<file path="src/rtl/crop_run_sequencer.sv">
// Crop-window sequencer: runs the crop_plus_gaussian core once per configured origin and
// repacks its five single-word output streams into one 5-beat result packet per crop.
module crop_run_sequencer #(
   parameter int unsigned PIXEL_BIT_WIDTH = 16,
   parameter int unsigned NUM_CROPS       = 4,
   parameter int unsigned COORD_WIDTH     = 8,
   parameter int unsigned TIMEOUT_CYCLES  = 65535,
   localparam int unsigned AW = (NUM_CROPS > 1) ? $clog2(NUM_CROPS) : 1
) (
   input  logic                         ap_clk,
   input  logic                         ap_rst_n,
   input  logic                         ap_start,
   output logic                         ap_ready,
   output logic                         ap_done,
   output logic                         ap_idle,
   input  logic                         cfg_we,
   input  logic [AW-1:0]                cfg_addr,
   input  logic [COORD_WIDTH-1:0]       cfg_y,
   input  logic [COORD_WIDTH-1:0]       cfg_x,
   output logic                         core_ap_start,
   input  logic                         core_ap_done,
   output logic [COORD_WIDTH-1:0]       core_y1,
   output logic [COORD_WIDTH-1:0]       core_x1,
   input  logic [5*PIXEL_BIT_WIDTH-1:0] core_out_TDATA,
   input  logic [4:0]                   core_out_TVALID,
   output logic [4:0]                   core_out_TREADY,
   output logic [PIXEL_BIT_WIDTH-1:0]   res_TDATA,
   output logic                         res_TVALID,
   output logic                         res_TLAST,
   input  logic                         res_TREADY,
   output logic [AW-1:0]                crop_idx,
   output logic                         err_timeout
);
   localparam int unsigned W  = PIXEL_BIT_WIDTH;
   localparam int unsigned TW = $clog2(TIMEOUT_CYCLES + 1);

   typedef enum logic [2:0] {StIdle, StLoad, StStart, StRun, StEmit, StDone} state_e;

   state_e                 state_q, state_d;
   logic [COORD_WIDTH-1:0] cfg_y_q [NUM_CROPS];
   logic [COORD_WIDTH-1:0] cfg_x_q [NUM_CROPS];
   logic [COORD_WIDTH-1:0] cur_y, cur_x;
   logic [COORD_WIDTH-1:0] y1_q, x1_q;
   logic [AW-1:0]          k_q;
   logic [W-1:0]           slot_q [5];
   logic [4:0]             slot_vld_q;
   logic                   done_q;
   logic [TW-1:0]          wd_q;
   logic [2:0]             beat_q;
   logic                   err_q;
   logic                   ready_q;

   logic [4:0]             cap;
   logic                   run_exit;
   logic                   wd_expire;
   logic                   last_crop;
   logic                   last_beat_acc;

   // Exit decision includes captures and done arriving on this very cycle.
   assign cap           = core_out_TVALID & core_out_TREADY;
   assign run_exit      = (done_q | core_ap_done) & (&(slot_vld_q | cap));
   assign wd_expire     = (wd_q == TW'(TIMEOUT_CYCLES - 1));
   assign last_crop     = (k_q == AW'(NUM_CROPS - 1));
   assign last_beat_acc = (state_q == StEmit) && res_TREADY && (beat_q == 3'd4);

   always_comb begin
      cur_y = '0;
      cur_x = '0;
      for (int i = 0; i < int'(NUM_CROPS); i++) begin
         if (k_q == AW'(i)) begin
            cur_y = cfg_y_q[i];
            cur_x = cfg_x_q[i];
         end
      end
   end

   always_ff @(posedge ap_clk or negedge ap_rst_n) begin
      if (!ap_rst_n) begin
         state_q <= StIdle;
      end else begin
         state_q <= state_d;
      end
   end

   always_comb begin
      state_d = state_q;
      unique case (state_q)
         StIdle:  if (ap_start) state_d = StLoad;
         StLoad:  state_d = StStart;
         StStart: state_d = StRun;
         StRun:   if (run_exit || wd_expire) state_d = StEmit;
         StEmit:  if (last_beat_acc) state_d = last_crop ? StDone : StLoad;
         StDone:  state_d = StIdle;
         default: state_d = StIdle;
      endcase
   end

   always_comb begin
      ap_idle         = (state_q == StIdle);
      ap_done         = (state_q == StDone);
      ap_ready        = ready_q;
      core_ap_start   = (state_q == StStart);
      core_out_TREADY = (state_q == StRun) ? ~slot_vld_q : 5'b0;
      res_TVALID      = (state_q == StEmit);
      res_TLAST       = res_TVALID && (beat_q == 3'd4);
      res_TDATA       = '0;
      if (res_TVALID) begin
         unique case (beat_q)
            3'd0:    res_TDATA = slot_q[0];
            3'd1:    res_TDATA = slot_q[1];
            3'd2:    res_TDATA = slot_q[2];
            3'd3:    res_TDATA = slot_q[3];
            3'd4:    res_TDATA = slot_q[4];
            default: res_TDATA = '0;
         endcase
      end
      core_y1     = y1_q;
      core_x1     = x1_q;
      crop_idx    = k_q;
      err_timeout = err_q;
   end

   always_ff @(posedge ap_clk or negedge ap_rst_n) begin
      if (!ap_rst_n) begin
         for (int i = 0; i < int'(NUM_CROPS); i++) begin
            cfg_y_q[i] <= '0;
            cfg_x_q[i] <= '0;
         end
      end else if (cfg_we && (state_q == StIdle)) begin
         for (int i = 0; i < int'(NUM_CROPS); i++) begin
            if (cfg_addr == AW'(i)) begin
               cfg_y_q[i] <= cfg_y;
               cfg_x_q[i] <= cfg_x;
            end
         end
      end
   end

   always_ff @(posedge ap_clk or negedge ap_rst_n) begin
      if (!ap_rst_n) begin
         y1_q       <= '0;
         x1_q       <= '0;
         k_q        <= '0;
         for (int j = 0; j < 5; j++) slot_q[j] <= '0;
         slot_vld_q <= '0;
         done_q     <= 1'b0;
         wd_q       <= '0;
         beat_q     <= '0;
         err_q      <= 1'b0;
         ready_q    <= 1'b0;
      end else begin
         ready_q <= (state_q == StIdle) && ap_start;
         unique case (state_q)
            StIdle: begin
               if (ap_start) begin
                  err_q <= 1'b0;
                  k_q   <= '0;
               end
            end
            StLoad: begin
               y1_q <= cur_y;
               x1_q <= cur_x;
               // Zeroed slots double as the fill value if the watchdog fires.
               for (int j = 0; j < 5; j++) slot_q[j] <= '0;
               slot_vld_q <= '0;
               done_q     <= 1'b0;
               wd_q       <= '0;
               beat_q     <= '0;
            end
            StRun: begin
               for (int j = 0; j < 5; j++) begin
                  if (cap[j]) slot_q[j] <= core_out_TDATA[j*W +: W];
               end
               slot_vld_q <= slot_vld_q | cap;
               done_q     <= done_q | core_ap_done;
               wd_q       <= wd_q + TW'(1);
               if (wd_expire && !run_exit) err_q <= 1'b1;
            end
            StEmit: begin
               if (res_TREADY) begin
                  if (beat_q == 3'd4) begin
                     beat_q <= '0;
                     if (!last_crop) k_q <= k_q + AW'(1);
                  end else begin
                     beat_q <= beat_q + 3'd1;
                  end
               end
            end
            default: ;
         endcase
      end
   end

endmodule

</file>
<file path="config.mk">
export PLATFORM = sky130hd
export DESIGN_NAME = crop_run_sequencer
export DESIGN_NICKNAME = d
export VERILOG_FILES = /design/src/rtl/crop_run_sequencer.sv
export SDC_FILE = /design/constraint.sdc
export NUM_CORES = 1
export LEC_CHECK = 0
export BUFFER_PORTS_ARGS = -buffer_cell sky130_fd_sc_hd__buf_4
export CAP_MARGIN = 20
export CORE_MARGIN = 2
export CORE_UTILIZATION = 27
export CTS_CLUSTER_SIZE = 40
export DETAILED_ROUTE_END_ITERATION = 7
export SETUP_SLACK_MARGIN = 0.02
export SYNTH_ARGS = -nofsm -noshare
export SYNTH_HDL_FRONTEND = slang
export SYNTH_SLANG_ARGS = --single-unit
</file>
<file path="constraint.sdc">
create_clock -name ap_clk -period 3.35 [get_ports ap_clk]
set_input_delay 0.335 -clock ap_clk [delete_from_list [all_inputs] [get_ports ap_clk]]
set_output_delay 0.335 -clock ap_clk [all_outputs]
set_load 0.01 [all_outputs]
</file>
=== Word-level counts from Yosys, hierarchy flattened ===
Cells that the tools add are included.

* Logic and storage cells: 125
* Output and inout bits: 46
* Latch bits: 0
* RAM bits: 0
* Memories kept: 0
* Memory bits (read-only): 0
* Flip-flop bits (word level): 192

* Multipliers: 0
* Add/sub/neg operators: 3
* Mux-type cells: 36
* Div/mod/pow operators: 0
* Reductions and logical operators: 30
* Equal/unequal tests: 28
* Bitwise logic cells: 5
* Magnitude comparators: 0
* Shifts and indexed selects: 0

{| class="wikitable"
|+ Operators with widths
! cell !! count
|-
| $pmux 80 s2 || 1
|-
| $mux 16 || 6
|-
| $pmux 16 s5 || 1
|-
| $mux 8 || 8
|-
| $pmux 16 s2 || 1
|-
| $reduce_and 2->1 || 10
|-
| $mux 3 || 6
|-
| $add 16x1->16 const B || 1
|-
| $eq 16x16->1 const B || 1
|-
| $ne 2x2->1 const B || 8
|-
| $pmux 3 s5 || 1
|-
| $eq 3x2->1 const B || 4
|-
| $pmux 5 s2 || 1
|-
| $reduce_and 5->1 || 2
|-
| $eq 3x3->1 const B || 3
|-
| $eq 2x2->1 const B || 4
|-
| $mux 2 || 4
|-
| $ne 2x1->1 const B || 4
|-
| $reduce_bool 2->1 || 4
|-
| $eq 3x1->1 const B || 2
|-
| $logic_and 1x1->1 || 6
|-
| $logic_not 3->1 || 2
|-
| $pmux 3 s2 || 1
|-
| $reduce_and 3->1 || 2
|-
| 15 further kinds || 19
|}

=== Logic depth before layout (Yosys ltp) ===
* Depth in word-level cells: 10
* Gate-level depth with buffers: 8
* Depth with buffers taken out: 6

=== Worst setup path before layout ===
Ideal clock, no wire load.

* Path type: register to output
* From: reg beat_q[0]
* To: out res_TDATA[10]
* Setup slack: 1.206 ns
* Required time: 3.015 ns
* Stages on the path, launching flop included: 7
* Arrival time: 1.809 ns
* Path through: dfrtp_1 > ha_1 > ha_1 > clkbuf_1 > o41ai_2 > buf_2 > a31oi_1

* Cells in the longest elaborated chain, start to end: 3

{| class="wikitable"
|+ RTL lines
! what !! RTL line !! source
|-
| start, declared || 49 || <nowiki>logic [2:0] beat_q;</nowiki>
|-
| start signal, assigned || 185 || <nowiki>beat_q <= beat_q + 3'd1;</nowiki>
|-
| $eq 3x3->1 (tied with other cells) || 108 || <nowiki>unique case (beat_q)</nowiki>
|-
| $pmux 16 s5 (*) || 108 ||
|-
| $mux 16 (*) || 107 || <nowiki>if (res_TVALID) begin</nowiki>
|-
| end, declared || 27 || <nowiki>output logic [PIXEL_BIT_WIDTH-1:0] res_TDATA,</nowiki>
|}

Every way passes the cells marked *; elsewhere a longest branch is shown, timed or not.

=== Final worst setup path ===
* From: reg beat_q[0]
* To: out res_TDATA[9]

Same word-level chain as after synthesis.

==> results.py <==
metrics = {
    "timing": {
        "timing.fmax_mhz": 354,
        "skew_ps": 10.7,
        "worstMarginPinSlew_ps": 848,
        "finalSetupViolCount": 0,
        "final.setup.tns_ps": 0,
        "maxSlewHeadroom_pct": 43.5,
        "final.min_clock_period_ps": 2820,
        "rsz0062_at_grt": "no",
        "fin_crit_sh_pct": 84.3,
        "slew_viol_final": 0,
        "hold_viol": 21,
        "hold_slack_ps": -25.6,
    },
    "cells_and_area": {
        "fillers": 3320,
        "syn_to_final_growth_pct": 25.9,
        "postLayoutCoreUtil_pct": 34.4,
        "fin_nets": 1130,
        "drive_gt1_share_pct": 28.4,
        "layout_commonest_cell": "nand2_1",
        "final_cell_mix": "200 x nand2_1, 192 x dfrtp_1, 176 x buf_4, 101 x o21ai_0, 66 x mux2_2",
        "fin_area_mm2": 0.0112,
    },
    "logic_synthesis": {
        "synth_edf_count": 0,
        "yosysUniqueCellTypes": 49,
        "netlist_instances": 871,
        "synthArstFlopShare_pct": 100,
        "synth.avg_cell_area_um2": 10.2,
        "syn_nets": 991,
        "yosysWarnings": 0,
        "syn_area_mm2": 0.00885,
        "yosysSeqAreaShare_pct": 54.3,
        "ys_ff_latch": 192,
        "yosys_most_used_dff": "dfrtp_1",
    },
    "global_route": {
        "grt_pass1_wl_mm": 39.7,
        "overflow": 0,
        "grt_max_degree": 101,
        "grt_use_total_pct": 15.2,
        "grt_pass1_vias": 7048,
        "antenna_found_initial": 1,
    },
    "route": {
        "routed_wirelength_mm": 25.8,
        "viasPerCell": 4.81,
        "dr.pass1.iters": 5,
        "drt_iter0_markers": 419,
        "drc_errors": 0,
        "vias": 7047,
        "wl_per_cell_um": 17.6,
        "drtAntennaViolNets": 0,
    },
    "worst_setup_path": {
        "slowest_delay_ps": 400,
        "crit_chain": "inv_1 -> ha_1 -> and2_1 -> buf_4 -> a222oi_1 -> a21oi_1 -> buf_4",
        "start_kind": "flip-flop",
        "cpMostUsedCell": "buf_4",
        "regToRegSetupSlack_ps": 970,
        "worstSetupEndpointType": "output pin",
        "worst_ep_required_time_ps": 3010,
        "cp.arrival_ps": 2490,
        "slowest_stage": "dfrtp_1",
        "path_class": "reg -> out",
        "critPathMaxFanout": 11,
    },
    "floorplan": {
        "num_rows": 66,
        "die_h_um": 185,
        "die_width_um": 185,
        "ios": 155,
        "core_mm2": 0.0325,
        "dieArea_mm2": 0.0343,
        "initial_core_util_pct": 27.3,
    },
    "run_status": {
        "status": "finished with violations",
        "violations": "hold timing",
    },
    "clocking": {
        "cts.sinks": 192,
        "htree_levels": 4,
        "post-cts-setup-buffers": 0,
        "numCtsBuffers": 17,
        "cts.reportedPaths.clkPinSlew_ps": 70,
        "insertion_delay_ps": 440,
        "cts_buffer_depth": 2,
        "post_cts_resize_count": 0,
        "cts_root_buffer": "clkbuf_16",
        "postCtsHoldBufs": 0,
        "cts_tree": "done",
    },
    "placed_design": {
        "dpl_cell_area_mm2": 0.0105,
        "port_buffers": 154,
        "dp_hpwl_mm": 18.5,
        "place.gp.congestion": 0.843,
    },
    "power_and_ir_drop": {
        "leakage_nw": 4.88,
        "power.density_mw_per_mm2": 760,
        "ir_drop_mv": 0.403,
    },
    "job": {
        "cap_violations": 0,
    },
    "worst_hold_path": {
        "hold_class": "in -> async",
    },
}
cell usage after synthesis, types with 2 or more instances:
master	instances	area, um2
o21ai_0	101	505
nor2b_1	5	31.3
o41ai_1	2	17.5
and3b_1	2	17.5
buf_1	2	7.51
clkbuf_1	29	109
buf_4	3	22.5
dfrtp_1	192	4800
buf_6	2	22.5
nor4_1	2	12.5
o211ai_1	15	113
inv_1	18	67.6
nand2_1	200	751
and3_1	3	18.8
a21oi_1	38	190
mux2i_1	7	70.1
nor2_1	30	113
nand3b_1	3	22.5
a31oi_1	21	131
a222oi_1	5	50.1
buf_2	22	110
a22o_1	6	52.6
nand4b_2	2	30.0
and2_1	3	18.8
mux2_2	66	743
nor3_1	5	25.0
a221o_1	15	150
nand4_1	6	37.5
o21a_1	4	30.0
nand3_1	6	30.0
ha_1	11	138
nor3b_1	2	15.0
a22oi_1	22	165
o22ai_1	2	12.5
and4b_1	4	40.0
nor3_4	2	32.5
critical path: cells and delay by family (launching register included):
kind	cells	cell delay (ps)
compound gates	2	370
flops	1	400
fa+ha+maj	1	330
buf+inv	3	550
simple gates	1	400
where the power goes:
part           internal (mW)  switching [mW]
Sequential              3.03           0.453
Combinational           1.21            1.62
Clock                   1.28           0.879
state kept, by name, summed over array words and instances, names as in the netlist:
register and flops:
core_y1 8, state_q 3, beat_q 3, cfg_x_q 32
cfg_y_q 32, core_x1 8, done_q 1, crop_idx 2
wd_q 16, slot_vld_q 5, slot_q 80, err_timeout 1
ap_ready 1
final timing paths:
path                               startpoint      endpoint  cells after the start
max                                 beat_q[0]  res_TDATA[9]                      7
min                                  ap_rst_n     slot_q[6]                      1
max reg2reg                         beat_q[0]   crop_idx[1]                      7
min reg2reg                        slot_q[73]    slot_q[73]                      2
max in group asynchronous            ap_rst_n   cfg_x_q[18]                      2
min in group ap_clk        core_out_TDATA[53]    slot_q[21]                      3
per-stage QoR:
| stage | worst slack [ps] | std cells | total power, mW |
|---|---|---|---|
| floorplan | 1210 | 871 | 5.31 |
| global placement | 1050 | 1433 | 6.31 |
| detailed placement | 979 | 1433 | 6.39 |
| CTS | 535 | 1463 | 8.57 |
| global route | 358 | 1463 | 9.06 |
| finish | 525 | 1464 | 8.48 |
logic make-up (layout without fill, tap and decap cells):
group,count (synthesis),count (layout),synth area share (%)
and+or+nand+nor,279,279,14.0
AOI/OAI and AO/OA,239,239,17.1
DFF,192,192,54.3
buffers and inverters,76,226,3.83
muxes,73,73,9.19
adders and majority gates,11,11,1.55
xor gates and xnor gates,1,1,0.0989
other,0,1,0
area by class of cell:
class,instances,area [um2],area share (%)
antenna,1,2.50,0.0224
clock buffer,20,457,4.10
clock inverter,10,161,1.45
inverter,18,67.6,0.606
multi-input combinational,603,3750,33.6
sequential,192,4800,43.1
tap,442,553,4.96
timing repair buffer,178,1360,12.2
per-layer routing:
metal	global-route usage, %	part of all wire, %	up-vias
met1	19.6	44	3451
met5	0	0	-
li1	-	-	3357
met4	4.10	1.4	0
met3	4.27	7.1	23
met2	25.1	47	216
(Power assumes the default switching activity.)
